$ cat src/rtl/serial_frame_rx.sv
// serial_frame_rx
//   Serial frame receiver fed by a single-bit registered line. A frame is a
//   start bit (0), DATA_W data bits LSB first, an optional parity bit and a
//   stop bit (1), one bit per clock. A good frame updates data_out and pulses
//   valid (with parity_err if the parity check fails). A bad stop bit pulses
//   frame_err and the receiver then waits for the line to return high before
//   it looks for a new start bit.
//
// Ports
//   clk        in   system clock, rising edge
//   rst_n      in   asynchronous active-low reset
//   in         in   serial line, idle high
//   data_out   out  last good word, held between frames
//   valid      out  one-cycle pulse when data_out is updated
//   parity_err out  one-cycle pulse alongside valid on a parity mismatch
//   frame_err  out  one-cycle pulse when the stop bit is sampled low
//   busy       out  high whenever the receiver is not idle
//   frame_cnt  out  wrapping count of frames with a good stop bit
module serial_frame_rx #(
    parameter int DATA_W     = 8,
    parameter int PARITY_EN  = 1,
    parameter int PARITY_ODD = 0
) (
    input  logic              clk,
    input  logic              rst_n,
    input  logic              in,
    output logic [DATA_W-1:0] data_out,
    output logic              valid,
    output logic              parity_err,
    output logic              frame_err,
    output logic              busy,
    output logic [7:0]        frame_cnt
);

    localparam int CNT_W = (DATA_W > 1) ? $clog2(DATA_W) : 1;
    localparam logic [CNT_W-1:0] LAST_BIT = CNT_W'(DATA_W - 1);
    localparam logic ODD = (PARITY_ODD != 0);

    typedef enum logic [2:0] {
        IDLE      = 3'd0,
        DATA      = 3'd1,
        PARITY    = 3'd2,
        STOP      = 3'd3,
        WAIT_IDLE = 3'd4
    } state_t;

    state_t            state_q, state_d;
    logic [CNT_W-1:0]  bit_cnt_q, bit_cnt_d;
    logic [DATA_W-1:0] shift_q, shift_d;
    logic [DATA_W-1:0] data_q, data_d;
    logic              perr_q, perr_d;       // parity verdict held until STOP
    logic              valid_q, valid_d;
    logic              perr_out_q, perr_out_d;
    logic              ferr_q, ferr_d;
    logic [7:0]        fcnt_q, fcnt_d;

    always_ff @(posedge clk or negedge rst_n) begin
        if (!rst_n) begin
            state_q    <= IDLE;
            bit_cnt_q  <= '0;
            shift_q    <= '0;
            data_q     <= '0;
            perr_q     <= 1'b0;
            valid_q    <= 1'b0;
            perr_out_q <= 1'b0;
            ferr_q     <= 1'b0;
            fcnt_q     <= '0;
        end else begin
            state_q    <= state_d;
            bit_cnt_q  <= bit_cnt_d;
            shift_q    <= shift_d;
            data_q     <= data_d;
            perr_q     <= perr_d;
            valid_q    <= valid_d;
            perr_out_q <= perr_out_d;
            ferr_q     <= ferr_d;
            fcnt_q     <= fcnt_d;
        end
    end

    always_comb begin
        state_d    = state_q;
        bit_cnt_d  = bit_cnt_q;
        shift_d    = shift_q;
        data_d     = data_q;
        perr_d     = perr_q;
        valid_d    = 1'b0;
        perr_out_d = 1'b0;
        ferr_d     = 1'b0;
        fcnt_d     = fcnt_q;

        case (state_q)
            IDLE: begin
                if (!in) begin
                    state_d   = DATA;
                    bit_cnt_d = '0;
                    perr_d    = 1'b0;   // stays clear when there is no parity bit
                end
            end
            DATA: begin
                shift_d[bit_cnt_q] = in;
                if (bit_cnt_q == LAST_BIT) begin
                    state_d = (PARITY_EN != 0) ? PARITY : STOP;
                end else begin
                    bit_cnt_d = bit_cnt_q + 1'b1;
                end
            end
            PARITY: begin
                perr_d  = ((^shift_q) ^ in) != ODD;
                state_d = STOP;
            end
            STOP: begin
                if (in) begin
                    data_d     = shift_q;
                    valid_d    = 1'b1;
                    perr_out_d = perr_q;
                    fcnt_d     = fcnt_q + 8'd1;
                    state_d    = IDLE;
                end else begin
                    // Line is stuck low: flag it and refuse to treat the
                    // following zeros as start bits.
                    ferr_d  = 1'b1;
                    state_d = WAIT_IDLE;
                end
            end
            WAIT_IDLE: begin
                if (in) state_d = IDLE;
            end
            default: state_d = IDLE;
        endcase
    end

    assign data_out   = data_q;
    assign valid      = valid_q;
    assign parity_err = perr_out_q;
    assign frame_err  = ferr_q;
    assign busy       = (state_q != IDLE);
    assign frame_cnt  = fcnt_q;

endmodule

$ cat config.mk
export PLATFORM = sky130hd
export DESIGN_NAME = serial_frame_rx
export DESIGN_NICKNAME = d
export VERILOG_FILES = /design/src/rtl/serial_frame_rx.sv
export SDC_FILE = /design/constraint.sdc
export NUM_CORES = 1
export LEC_CHECK = 0
export CORE_MARGIN = 5
export CORE_UTILIZATION = 48
export CTS_CLUSTER_DIAMETER = 30
export CTS_CLUSTER_SIZE = 10
export DETAILED_ROUTE_END_ITERATION = 10
export PLACE_DENSITY = 0.75
export SLEW_MARGIN = 5
export SYNTH_ARGS = -nofsm -noshare
export SYNTH_HDL_FRONTEND = slang
export SYNTH_SLANG_ARGS = --single-unit
$ cat constraint.sdc
create_clock -name clk -period 1.6 [get_ports clk]
set_clock_uncertainty 0.2 [all_clocks]
set_input_delay 0.32 -clock clk [delete_from_list [all_inputs] [get_ports clk]]
set_output_delay 0.32 -clock clk [all_outputs]
set_load 0.1 [all_outputs]
==> impl_metrics.sql <==
INSERT INTO impl_metrics (metric_group, metric, value, unit) VALUES
('power_and_ir_drop', 'pwr_dens', '2040', 'nW/um^2'),
('power_and_ir_drop', 'p_leak', '0.00112', 'uW'),
('setup_path', 'timing.critical_path.fanout_max', '2', ''),
('route', 'initialDrtViolationCount', '49', ''),
('sta', 'timing.fmax', '0.546', 'GHz'),
('grt', 'vias_in_the_first_global_route', '1224', ''),
('sta', 'fin_crit_sh', '114', '%'),
('cts', 'cts_max_path_buffers', '2', ''),
('synthesis', 'synthesis.instances', '146', ''),
('setup_path', 'critPathRequiredTime', '1.08', 'ns'),
('sta', 'slew_headroom', '83.1', '%'),
('floorplan', 'coreArea', '3100', 'um^2'),
('cts', 'clkSlewWorstSetupHoldPaths', '0.10', 'ns'),
('cts', 'number_of_buffers_inserted_during_clock_tree_synthesis', '5', ''),
('power_and_ir_drop', 'netSwitchingPower', '2130', 'uW'),
('cells_and_area', 'num-fill-cells', '200', ''),
('outcome', 'status', 'complete, but fails checks', ''),
('cells_and_area', 'layoutNonFillerInstCount', '239', ''),
('cts', 'ctsHtreeMaxLevel', '2', ''),
('sta', 'maxSlewViolCount', '0', ''),
('synthesis', 'synthDistinctLibCells', '29', ''),
('placed_design', 'place_inst', '224', ''),
('placed_design', 'input_output_buffers', '22', ''),
('synthesis', 'synth-main-ff-cell', 'dfrtp_1', ''),
('sta', 'timing_worst_slew_pin_value', '0.251', 'ns'),
('synthesis', 'async_reset_ff_share', '100', '%'),
('worst_hold_path', 'holdCritPathClass', 'in2async', ''),
('cts', 'clkSinkCount', '34', ''),
('power_and_ir_drop', 'clockPowerShare', '10.0', '%'),
('placed_design', 'hpwl', '2310', 'um'),
('floorplan', 'boundaryPins', '23', ''),
('grt', 'pin_count_of_the_biggest_net_entering_global_routing', '35', ''),
('power_and_ir_drop', 'sequential_power_share', '29.1', '%'),
('synthesis', 'yosys_register_bits', '34', ''),
('cts', 'cts_tree', 'done', ''),
('route', 'avgViaCountPerCell', '4.88', ''),
('route', 'detail_route.drc_violations', '0', ''),
('grt', 'grt_antenna_before_repair', '0', ''),
('floorplan', 'die_h', '67.3', 'um'),
('setup_path', 'setup.worst_path.end_class', 'output pin', ''),
('placed_design', 'place.gp.congestion', '0.857', ''),
('cells_and_area', 'antenna_cells_inserted', '0', ''),
('sta', 'fin_crit', '1.83', 'ns'),
('sta', 'finalWorstSetupSlack', '-0.232', 'ns'),
('cells_and_area', 'areaGrowthSynthToFinish', '52.8', '%'),
('grt', 'grt.total_usage', '16.4', '%'),
('route', 'detail-route-antenna-nets', '0', ''),
('cts', 'clock_insertion_delay_worst_skew', '0.33', 'ns'),
('route', 'drt-total-wl', '3360', 'um'),
('cells_and_area', 'drive_gt1_share', '48.7', '%'),
('route', 'via_count', '1166', ''),
('floorplan', 'die_area', '4530', 'um^2'),
('cells_and_area', 'final_nets', '200', ''),
('cts', 'clockRootBuffer', 'clkbuf_4', ''),
('sta', 'setup-tns-final', '-0.791', 'ns'),
('floorplan', 'floorplan.initialDensity', '50.8', '%'),
('grt', 'wire_length_of_the_first_global_routing_pass', '5530', 'um'),
('power_and_ir_drop', 'irDropWorstVdd', '1080', 'uV'),
('sta', 'finalSetupViolations', '14', ''),
('synthesis', 'synth_area_per_cell', '10.8', 'um^2'),
('setup_path', 'signal_arrival_time_at_the_worst_endpoint', '1.31', 'ns'),
('setup_path', 'startpoint_type', 'register', ''),
('synthesis', 'synth_nets', '152', ''),
('outcome', 'failed_checks', 'setup timing', ''),
('power_and_ir_drop', 'power.switching_fraction', '43.4', '%'),
('floorplan', 'die-width', '67.3', 'um'),
('route', 'wire_per_inst', '14.0', 'um'),
('synthesis', 'number_of_flops_mapped_to_enable_cells_by_yosys', '0', ''),
('floorplan', 'floorplan.rows', '20', ''),
('sta', 'rsz_0062_raised_after_global_routing', 'yes', ''),
('sta', 'final_hold_vio_count', '0', ''),
('synthesis', 'warnings_from_yosys', '0', ''),
('power_and_ir_drop', 'cell_internal_pwr', '2770', 'uW'),
('grt', 'global_route.overflow_total', '0', ''),
('run', 'timing.max_cap.violations', '0', ''),
('power_and_ir_drop', 'p_comb_share', '60.8', '%'),
('setup_path', 'criticalPathCategory', 'reg2out', ''),
('synthesis', 'netlist_area', '1580', 'um^2'),
('synthesis', 'register_area_share_after_synthesis', '54.0', '%'),
('route', 'detail_route.first_pass.iterations', '4', '');
## cell usage in the layout, fill, tap and decap left out, types with 2 or more instances in the layout
cell type | netlist | routed
nand2_1 | 43 | 37
dfrtp_1 | 34 | 24
buf_12 | 0 | 22
buf_4 | 1 | 18
nor2_1 | 10 | 8
xnor2_1 | 10 | 8
dfrtp_2 | 0 | 7
nand2_2 | 0 | 6
mux2_4 | 5 | 6
clkbuf_4 | 0 | 5
buf_6 | 1 | 5
mux2_2 | 5 | 4
o21ai_1 | 0 | 3
nand3_2 | 2 | 3
dfrtp_4 | 0 | 3
xor2_1 | 3 | 2
xnor2_2 | 0 | 2
nand3_1 | 4 | 2
a21oi_1 | 2 | 2
nor2b_1 | 2 | 2
ha_2 | 0 | 2
clkdlybuf4s50_1 | 0 | 2
## state kept, by name (all words and copies together) (netlist names)
| name | cells |
|---|---|
| data_out | 8 |
| parity_err | 1 |
| state_q | 3 |
| bit_cnt_q | 3 |
| shift_q | 8 |
| perr_q | 1 |
| valid | 1 |
| frame_err | 1 |
| frame_cnt | 8 |
## metal layers
layer  routed length [um]  global-route usage, %  vias to the layer above
li1                     -                      -                      573
met1                 1430                   19.8                      559
met2                 1750                   27.2                       28
met3                  126                   4.83                        6
met4                   50                   6.58                        0
met5                    0                      0                        -
## power groups by stage
stage          clock network [uW]  logic, uW  registers [uW]
2_1_floorplan                   0       1070            2110
3_3_place_gp                    0       2610            1430
3_5_place_dp                    0       2660            1450
4_1_cts                       502       2790            1410
5_1_grt                       553       3130            1470
6_report                      491       2980            1430
## path summary, 6_finish.rpt
check | to | startpoint | cells past startpoint | slack (ns)
setup reg to reg | shift_q[6] | state_q[2] | 5 | -0.12
max in group asynchronous | frame_cnt[0] | rst_n | 2 | 0.86
hold / removal | frame_cnt[7] | rst_n | 2 | 0.15
min in group clk | parity_err | perr_q | 1 | 0.33
setup / recovery | busy | state_q[1] | 2 | -0.23
hold reg to reg | parity_err | perr_q | 1 | 0.33
## metrics by stage
stage	hold slack, ns	setup WS [ns]	cell area (um^2)	utilization (%)	total power [uW]
after floorplan	-0.176	0.00192	1600	-	3180
after global placement	0.279	-0.145	2200	70.8	4040
after detailed placement	0.293	-0.210	2200	70.8	4110
after CTS	0.150	-0.239	2330	75.0	4700
after global routing	0.146	-0.281	2410	77.6	5160
final	0.151	-0.232	2410	77.6	4900
## cell families (layout without fill, tap and decap cells)
kind of cell	after synthesis	in the layout	share of synthesized area, %
multiplexers	10	10	8.34
flip-flops	34	34	54.0
XOR/XNOR	14	14	8.66
AND/OR/NAND/NOR	72	72	21.8
AO/OA/AOI/OAI	6	6	2.07
adder cells (fa/ha/maj)	3	3	2.38
buffers and inverters	7	56	2.70
## synthesized netlist by cell type, types with 2 or more instances
library cell,count,area share (%)
o21ai_0,3,0.95
ha_1,3,2.4
a21oi_1,2,0.64
nand2_1,43,10
nand3_2,2,1.3
mux2_2,5,3.6
xnor2_1,10,5.6
nor2b_1,2,0.79
mux2_4,5,4.8
dfrtp_1,34,54
nand3_1,4,1.3
and3_1,2,0.79
xor2_1,3,1.7
nor2_1,10,2.4
buf_2,4,1.3
## worst max-delay path: stages (launching register included)
cell and delay, ns:
dfrtp_2 0.41, or3_4 0.40, buf_12 0.17
## final cells by class
class	count	area (um^2)	area share, %
clock inverter	1	5.00	0.208
tap	44	55.1	2.29
clock buffer	7	55.1	2.29
timing repair buffer	47	652	27.1
sequential	34	871	36.2
inverter	1	3.75	0.156
multi-input combinational	105	766	31.8
## what timing repair did
item	CTS	global route
pin swaps	5	8
resized for setup	9	21
setup endpoints to repair	11	29
hold buffers	0	0
setup buffers	6	2
Power figures use the tool's default switching activity.
